$ cat config.mk
export PLATFORM = sky130hd
export DESIGN_NAME = rd_dma_sched
export DESIGN_NICKNAME = d
export VERILOG_FILES = /design/src/rtl/rd_dma_sched.sv
export SDC_FILE = /design/constraint.sdc
export NUM_CORES = 1
export LEC_CHECK = 0
export CAP_MARGIN = 5
export CELL_PAD_IN_SITES_DETAIL_PLACEMENT = 2
export CELL_PAD_IN_SITES_GLOBAL_PLACEMENT = 2
export CORE_ASPECT_RATIO = 0.7
export CORE_MARGIN = 2
export CORE_UTILIZATION = 35
export CTS_CLUSTER_DIAMETER = 100
export DETAILED_ROUTE_END_ITERATION = 7
export DONT_BUFFER_PORTS = 1
export PLACE_DENSITY = 0.88
export SLEW_MARGIN = 15
export SYNTH_ARGS = -nofsm -noshare
export SYNTH_HDL_FRONTEND = slang
export SYNTH_SLANG_ARGS = --single-unit
$ cat constraint.sdc
create_clock -name clk_i -period 4.9 [get_ports clk_i]
set_clock_uncertainty 0.2 [all_clocks]
set_input_delay 0.245 -clock clk_i [delete_from_list [all_inputs] [get_ports clk_i]]
set_output_delay 0.245 -clock clk_i [all_outputs]
set_load 0.1 [all_outputs]
$ cat src/rtl/rd_dma_sched.sv
// Round-robin front end that shares one rd_dma between N_CH requesters:
// grants a descriptor, programs it over the CSR port, then polls STATUS until idle or timeout.
module rd_dma_sched #(
  parameter int N_CH           = 4,
  parameter int AMM_CSR_DATA_W = 32,
  parameter int AMM_CSR_ADDR_W = 4,
  parameter int DMA_ADDR_W     = 32,
  parameter int SIZE_W         = 32,
  parameter int ADDR_BASE_ADDR = 0,
  parameter int ADDR_SIZE      = 1,
  parameter int ADDR_RUN       = 2,
  parameter int ADDR_STATUS    = 3,
  parameter int POLL_GAP       = 16,
  parameter int TIMEOUT        = 65535
) (
  input  logic                       clk_i,
  input  logic                       srst_i,
  input  logic [N_CH-1:0]            req_valid_i,
  output logic [N_CH-1:0]            req_ready_o,
  input  logic [N_CH*DMA_ADDR_W-1:0] req_addr_i,
  input  logic [N_CH*SIZE_W-1:0]     req_size_i,
  output logic [N_CH-1:0]            done_o,
  output logic                       err_o,
  output logic                       busy_o,
  output logic [$clog2(N_CH)-1:0]    cur_ch_o,
  output logic [AMM_CSR_ADDR_W-1:0]  amm_master_csr_address_o,
  output logic                       amm_master_csr_read_o,
  input  logic [AMM_CSR_DATA_W-1:0]  amm_master_csr_readdata_i,
  output logic                       amm_master_csr_write_o,
  output logic [AMM_CSR_DATA_W-1:0]  amm_master_csr_writedata_o
);

  localparam int CH_W   = $clog2(N_CH);
  localparam int GAP_W  = $clog2(POLL_GAP + 1);
  localparam int POLL_W = $clog2(TIMEOUT + 1);

  typedef enum logic [2:0] {
    ST_IDLE, ST_WR_BASE, ST_WR_SIZE, ST_WR_RUN,
    ST_POLL_GAP, ST_RD_STAT, ST_RD_WAIT, ST_DONE
  } state_t;

  state_t              state_reg, state_next;
  logic [CH_W-1:0]     ptr_reg;
  logic [CH_W-1:0]     cur_ch_reg;
  logic [DMA_ADDR_W-1:0] addr_reg;
  logic [SIZE_W-1:0]   size_reg;
  logic [GAP_W-1:0]    gap_cnt_reg;
  logic [POLL_W-1:0]   poll_cnt_reg;
  logic                err_reg;

  logic [DMA_ADDR_W-1:0] ch_addr [N_CH];
  logic [SIZE_W-1:0]     ch_size [N_CH];
  logic [CH_W-1:0]       rot_idx [N_CH];
  logic [N_CH-1:0]       rot_valid;
  logic                  grant_found;
  logic [CH_W-1:0]       grant_ch;
  logic                  grant;
  logic                  stat_busy;
  logic                  poll_timeout;
  logic                  unused_rdata;

  // Channel slices, rotated so slot 0 is the channel the pointer names.
  genvar gi;
  generate
    for (gi = 0; gi < N_CH; gi++) begin : g_ch
      assign ch_addr[gi]   = req_addr_i[gi*DMA_ADDR_W +: DMA_ADDR_W];
      assign ch_size[gi]   = req_size_i[gi*SIZE_W +: SIZE_W];
      assign rot_idx[gi]   = CH_W'((int'(ptr_reg) + gi) % N_CH);
      assign rot_valid[gi] = req_valid_i[rot_idx[gi]];
    end
  endgenerate

  always_comb begin
    grant_found = 1'b0;
    grant_ch    = '0;
    for (int i = N_CH - 1; i >= 0; i--) begin
      if (rot_valid[i]) begin
        grant_found = 1'b1;
        grant_ch    = rot_idx[i];
      end
    end
  end

  assign grant        = (state_reg == ST_IDLE) && grant_found && !srst_i;
  assign stat_busy    = amm_master_csr_readdata_i[0];
  assign poll_timeout = (poll_cnt_reg == POLL_W'(TIMEOUT - 1));
  assign unused_rdata = ^amm_master_csr_readdata_i[AMM_CSR_DATA_W-1:1];
  assign cur_ch_o     = cur_ch_reg;

  always_ff @(posedge clk_i) begin
    if (srst_i) begin
      state_reg    <= ST_IDLE;
      ptr_reg      <= '0;
      cur_ch_reg   <= '0;
      addr_reg     <= '0;
      size_reg     <= '0;
      gap_cnt_reg  <= '0;
      poll_cnt_reg <= '0;
      err_reg      <= 1'b0;
    end else begin
      state_reg   <= state_next;
      gap_cnt_reg <= (state_reg == ST_POLL_GAP) ? gap_cnt_reg + GAP_W'(1) : '0;
      if (grant) begin
        ptr_reg      <= (grant_ch == CH_W'(N_CH - 1)) ? '0 : grant_ch + CH_W'(1);
        cur_ch_reg   <= grant_ch;
        addr_reg     <= ch_addr[grant_ch];
        size_reg     <= ch_size[grant_ch];
        poll_cnt_reg <= '0;
        err_reg      <= 1'b0;
      end
      // Each busy status costs one poll; the last allowed poll flags the abort.
      if (state_reg == ST_RD_WAIT && stat_busy) begin
        if (poll_timeout) err_reg <= 1'b1;
        else              poll_cnt_reg <= poll_cnt_reg + POLL_W'(1);
      end
    end
  end

  always_comb begin
    state_next                 = state_reg;
    req_ready_o                = '0;
    done_o                     = '0;
    err_o                      = 1'b0;
    busy_o                     = 1'b0;
    amm_master_csr_address_o   = '0;
    amm_master_csr_read_o      = 1'b0;
    amm_master_csr_write_o     = 1'b0;
    amm_master_csr_writedata_o = '0;
    case (state_reg)
      ST_IDLE: begin
        if (grant) begin
          req_ready_o[grant_ch] = 1'b1;
          state_next = (ch_size[grant_ch] == '0) ? ST_DONE : ST_WR_BASE;
        end
      end
      ST_WR_BASE: begin
        busy_o                     = 1'b1;
        amm_master_csr_write_o     = 1'b1;
        amm_master_csr_address_o   = AMM_CSR_ADDR_W'(ADDR_BASE_ADDR);
        amm_master_csr_writedata_o = AMM_CSR_DATA_W'(addr_reg);
        state_next                 = ST_WR_SIZE;
      end
      ST_WR_SIZE: begin
        busy_o                     = 1'b1;
        amm_master_csr_write_o     = 1'b1;
        amm_master_csr_address_o   = AMM_CSR_ADDR_W'(ADDR_SIZE);
        amm_master_csr_writedata_o = AMM_CSR_DATA_W'(size_reg);
        state_next                 = ST_WR_RUN;
      end
      ST_WR_RUN: begin
        busy_o                     = 1'b1;
        amm_master_csr_write_o     = 1'b1;
        amm_master_csr_address_o   = AMM_CSR_ADDR_W'(ADDR_RUN);
        amm_master_csr_writedata_o = AMM_CSR_DATA_W'(1);
        state_next                 = ST_POLL_GAP;
      end
      ST_POLL_GAP: begin
        busy_o = 1'b1;
        if (gap_cnt_reg == GAP_W'(POLL_GAP - 1)) state_next = ST_RD_STAT;
      end
      ST_RD_STAT: begin
        busy_o                   = 1'b1;
        amm_master_csr_read_o    = 1'b1;
        amm_master_csr_address_o = AMM_CSR_ADDR_W'(ADDR_STATUS);
        state_next               = ST_RD_WAIT;
      end
      ST_RD_WAIT: begin
        busy_o = 1'b1;
        if (!stat_busy || poll_timeout) state_next = ST_DONE;
        else                            state_next = ST_POLL_GAP;
      end
      ST_DONE: begin
        done_o[cur_ch_reg] = 1'b1;
        err_o              = err_reg;
        state_next         = ST_IDLE;
      end
      default: state_next = ST_IDLE;
    endcase
  end

endmodule
==> results of run 1 <==
## logic make-up after synthesis
family / Yosys count / share of synthesized area [%]
fa+ha+maj: 8 / 1.61
xor+xnor: 15 / 2.11
simple gates: 499 / 40.2
compound gates: 167 / 19.7
buf+inv: 91 / 6.00
other cells: 1 / 0.0603
mux: 2 / 0.342
flops: 93 / 30.0
## worst max path at each step
stage                              from                        end  slack, ps  cells after the start
5_1_grt         ptr_reg[1]$_SDFFE_PP0P_   addr_reg[3]$_SDFFE_PP0P_        570                     11
6_report        ptr_reg[1]$_SDFFE_PP0P_   addr_reg[3]$_SDFFE_PP0P_        800                     11
4_1_cts         ptr_reg[1]$_SDFFE_PP0P_             req_ready_o[1]        920                      6
2_1_floorplan  cur_ch_o[0]$_SDFFE_PP0P_                  done_o[1]       1160                      1
3_5_place_dp    ptr_reg[1]$_SDFFE_PP0P_  state_reg[2]$_SDFFE_PP0P_       1160                     10
3_3_place_gp    ptr_reg[1]$_SDFFE_PP0P_  state_reg[2]$_SDFFE_PP0P_       1260                     10
## synthesized netlist by cell type, types with 2 or more instances
library cell  number
o21ai_0           11
nand2b_1           4
xnor2_1            5
a211oi_1          58
nand3b_1          58
ha_1               8
a31o_2             2
dfxtp_1           93
nand3_1          104
buf_4              2
a22o_1            31
clkbuf_1          66
buf_1             12
or4_1              2
o22ai_1           13
nor2_1            42
nor2b_1            2
xor2_1            10
nand4_1            6
nor3_1             8
buf_6              3
and3_1            63
o31ai_1           27
o22a_1             2
a21oi_1           15
and2_1             6
or3_1              2
nand2_1          194
inv_1              6
nor3b_1            3
## cell type report
class,instances,area (µm²),area share [%]
Antenna cell,1,2.50,0.0333
Clock buffer,11,233,3.10
Clock inverter,4,97.6,1.30
Inverter,7,26.3,0.350
Multi-Input combinational cell,693,4050,54.0
Sequential cell,93,1860,24.8
Tap cell,231,289,3.85
Timing Repair Buffer,94,946,12.6
## where the power goes
part / switching (mW) / total, mW / internal [mW]
registers: 0.119 / 0.986 / 0.868
clock network: 0.299 / 0.795 / 0.497
logic: 0.925 / 1.30 / 0.377
total: 1.34 / 3.08 / 1.74
## worst max-delay path, cell delays in order, from the launching register on
cell	delay (ps)
dfxtp_1	400
nand2_1	110
a221o_1	400
nand2_4	540
inv_2	320
buf_4	380
nand2_1	150
nand3_1	80
dlygate4sd3_1	600
nand3_1	100
dlygate4sd3_1	570
nand2_1	50
## routing by layer
layer  vias up  global-route usage [%]  wire length (µm)
met4         2                    9.38               697
li1       3177                       -                 -
met1      3446                    34.5             11500
met3        56                    5.44              1470
met5         -                       0                13
met2       227                    52.4             14100
==> flow_summary.toml, run 1 <==
[hold_path]
worstHoldEndpoint = "addr_reg[14]$_SDFFE_PP0P_"
min_from = "req_addr_i[78]"
hold_path.class = "in -> reg"
hold_depth = 4

[timing]
worst_slack_ps = 803
holdWs_ps = -1.40
slew_violations = 0
rsz0062_at_grt = "false"
fmax_ghz = 0.244
tightest_slew_ps = 1130
relSlewSlack_pct = 24.8
fin_crit_ps = 4100
setup_viol = 0
setup_tns_ps = 0
finalHoldViolCount = 1
min_period_over_period_pct = 83.6

[drt]
via_count = 6908
wl_per_cell_um = 24.5
wl_mm = 27.7
first_pass_iters = 4
drc = 0
viasPerCell = 6.09
ant_nets = 0
drtIter0Drc = 339

[yosys]
yosysWarnings = 0
synth_area_um2 = 6210
syn_avg_cell_area_um2 = 7.09
synth_async_sr_flop_share_pct = 0
synth_edf_count = 0
yosysUniqueCellTypes = 48
synth_top_cell_by_area = "dfxtp_1"
synth.ff_latch_count = 93
netlist_top_cells_area = "dfxtp_1 (30%), nand2_1 (12%), nand3_1 (8.4%), a211oi_1 (7.0%), nand3b_1 (7.0%)"
yosysSeqAreaShare_pct = 30.0
synth_cells = 876
synth_top_area_share_pct = 30.0
ys.flop_type = "dfxtp_1"

[setup_path]
cp_max_fo = 66
path_class = "reg -> reg"
cp.arrival_ps = 4130
r2r-start = "ptr_reg[1]$_SDFFE_PP0P_"
r2r_end = "addr_reg[3]$_SDFFE_PP0P_"
worstPathRequired_ps = 4930
critPathCaptureType = "flip-flop"
start_kind = "flip-flop"
r2r_slack_ps = 800
reg2reg_depth = 11

[cts]
h-tree-depth = 3
cts-root-buf = "clkbuf_16"
ctsHoldBuffers = 75
clock-sinks = 93
cts_resized = 0
clockBufferDepth = 2
cts_tree = "done"
cts_setup_buffers = 0
clk_latency_ps = 340
cts_buffers = 9
clk_pin_slew_ps = 70

[placement]
dp_slack_ps = 1160
dp.cells = 1043
place_congestion = 0.770
placed_area_um2 = 6400
numPortBuffers = 0
hpwl_mm = 18.7

[global_routing]
grt_overflow = 0
grt_pass1_wl_mm = 42.4
antenna_found_initial = 3
first_global_vias = 7579
grt_max_degree = 73
grt_use_total_pct = 28.8

[floorplanning]
ios = 344
die_w_um = 163
die_h_um = 115
rows = 40
fp.coreArea_um2 = 17300
dieArea_um2 = 18900
initial_utilization_pct = 36.0

[finish]
finalNetCount = 1200
final_cells = 1134
layout_common_cells = "nand2_1 (193), nand3_1 (104), dfxtp_1 (93)"
final_area_um2 = 7500
area_delta_synth_final_pct = 20.8
drive_above_1_share_pct = 6.32
finish.utilization_pct = 43.5
final.fill_count = 1989
layout.cells.most_common = "nand2_1"

[power_and_ir_drop]
irDropWorstVdd_mv = 0.180
p_leak_nw = 2.99
powerDensity_nw_per_um2 = 411
power_mw = 3.08

[run_status]
status = "finished, violations left"
violations = "hold timing"

[job]
drv_cap = 0
No activity file was read; power rests on OpenSTA's default activity.
==> inputs of run 2 (changes only) <==
Settings changed: CORE_UTILIZATION 35 to 29, PLACE_DENSITY 0.88 to 0.78.
Clock period 4.9 ns to 3.5 ns, I/O delays scaled along.
==> flow_summary.toml, run 2 (same netlist as run 1, synthesis figures left out) <==
[job]
drv_cap = 0

[placement]
dp_slack_ps = -229
placed_area_um2 = 7100
hpwl_mm = 20.0
place_congestion = 0.831
numPortBuffers = 0

[timing]
relSlewSlack_pct = 35.9
setup_viol = 2
fin_crit_ps = 3590
holdWs_ps = -1.12
min_period_over_period_pct = 103
finalHoldViolCount = 1
slew_violations = 0
tightest_slew_ps = 968
worst_slack_ps = -88.5
fmax_ghz = 0.279
rsz0062_at_grt = "true"

[drt]
via_count = 7870
first_pass_iters = 4
wl_per_cell_um = 25.8
drtIter0Drc = 335
viasPerCell = 5.77
wl_mm = 35.2
ant_nets = 0
drc = 0

[floorplanning]
ios = 344
dieArea_um2 = 22600
fp.coreArea_um2 = 20900
die_w_um = 179
initial_utilization_pct = 29.8
die_h_um = 126
rows = 44

[setup_path]
cp.arrival_ps = 3660
critPathCaptureType = "flip-flop"
path_class = "reg -> reg"
cp_max_fo = 58
start_kind = "flip-flop"
worstPathRequired_ps = 3570

[run_status]
status = "finished, violations left"
violations = "hold timing, setup timing"

[global_routing]
first_global_vias = 8522
grt_use_total_pct = 28.8
grt_overflow = 0
grt_max_degree = 74
grt_pass1_wl_mm = 49.9
antenna_found_initial = 5

[power_and_ir_drop]
power_switching_mw = 2.19
sw_frac_of_total_pct = 44.5
p_clk_share_pct = 21.1
irDropWorstVdd_mv = 0.274
p_leak_nw = 3.88
power.share.sequential_pct = 27.8
pwr-share-comb_pct = 51.1
p_int_mw = 2.74
powerDensity_nw_per_um2 = 519

[cts]
clock-sinks = 93
cts_tree = "done"
clk_latency_ps = 350
clockBufferDepth = 2
clk_pin_slew_ps = 70
cts-root-buf = "clkbuf_16"
h-tree-depth = 3
cts_buffers = 9

[finish]
drive_above_1_share_pct = 17.7
final_area_um2 = 9500
layout_common_cells = "nand2_1 (193), dlygate4sd3_1 (166), nand3_1 (104)"
area_delta_synth_final_pct = 52.8
layout.cells.most_common = "nand2_1"
final.fill_count = 2295
finalNetCount = 1379

[hold_path]
hold_path.class = "in -> reg"
run 2: cell types whose count changed in the layout (fill, tap and decap cells not counted), sizes merged:
cell         previous run  this run
buf                    18       104
inv                     7         8
clkbuf                 13        11
clkinvlp                1         2
nand2                 194       195
bufinv                  3         1
or3                     2         3
diode                   1         5
clkinv                  0         2
dlygate4sd3            74       166
run 2: power groups by stage:
stage / sequential (mW) / clock [mW] / combinational (mW)
2_1_floorplan: 1.32 / 0 / 1.34
3_3_place_gp: 1.39 / 0 / 1.81
3_5_place_dp: 1.39 / 0 / 1.86
4_1_cts: 1.37 / 1.06 / 2.21
5_1_grt: 1.39 / 1.11 / 2.67
6_report: 1.37 / 1.04 / 2.51
run 2: layout make-up:
type | instances | area, µm² | area share (%)
antenna | 5 | 12.5 | 0.132
clock buffer | 10 | 239 | 2.52
clock inverter | 6 | 71.3 | 0.751
inverter | 7 | 28.8 | 0.303
multi-input combinational | 695 | 4330 | 45.6
sequential | 93 | 1860 | 19.6
tap | 276 | 345 | 3.64
timing repair buffer | 271 | 2600 | 27.4
run 2: worst max-delay path, stage by stage, from the launching register on:
cell and delay, ps:
dfxtp_2 390, nand2_1 100, a221o_1 340, buf_12 200, and3_1 210, a211oi_1 520, o22ai_1 220, or4_4 480
nor4_4 420, buf_4 180, a211oi_1 70, nor4_2 160
run 2: final timing paths:
check	start	end	slack, ps	cells past startpoint
hold reg to reg	gap_cnt_reg[0]$_SDFF_PP0_	gap_cnt_reg[0]$_SDFF_PP0_	250	1
setup reg to reg	ptr_reg[1]$_SDFFE_PP0P_	state_reg[2]$_SDFFE_PP0P_	-90	11
setup / recovery	ptr_reg[1]$_SDFFE_PP0P_	state_reg[2]$_SDFFE_PP0P_	-90	11
hold / removal	req_size_i[59]	size_reg[27]$_SDFFE_PP0P_	-1	3
run 2: timing repair:
| item | in CTS | in global routing |
|---|---|---|
| gates cloned | 0 | 2 |
| buffers inserted | 1 | 9 |
| endpoints found under the hold margin | 78 | 1 |
| resized for setup | 3 | 59 |
| pin swaps | 1 | 3 |
| endpoints found under the setup margin | 4 | 37 |
| hold buffers | 166 | 1 |
run 2: metal layers:
metal | track usage, % | wire, µm | up-vias
li1 | - | - | 3544
met1 | 32.4 | 13600 | 3942
met2 | 52.6 | 18300 | 300
met3 | 6.80 | 2060 | 84
met4 | 10.1 | 1240 | 0
met5 | 0 | 0 | -
run 2: through the flow:
stage,setup TNS [ps],instances,total power [mW],utilization [%]
final,-145,1363,4.92,45.5
after global placement,-18.9,1163,3.20,34.0
after floorplan,0,877,2.65,-
after CTS,0,1346,4.64,43.7
after global routing,-336,1362,5.17,45.5
after detailed placement,-298,1163,3.25,34.0
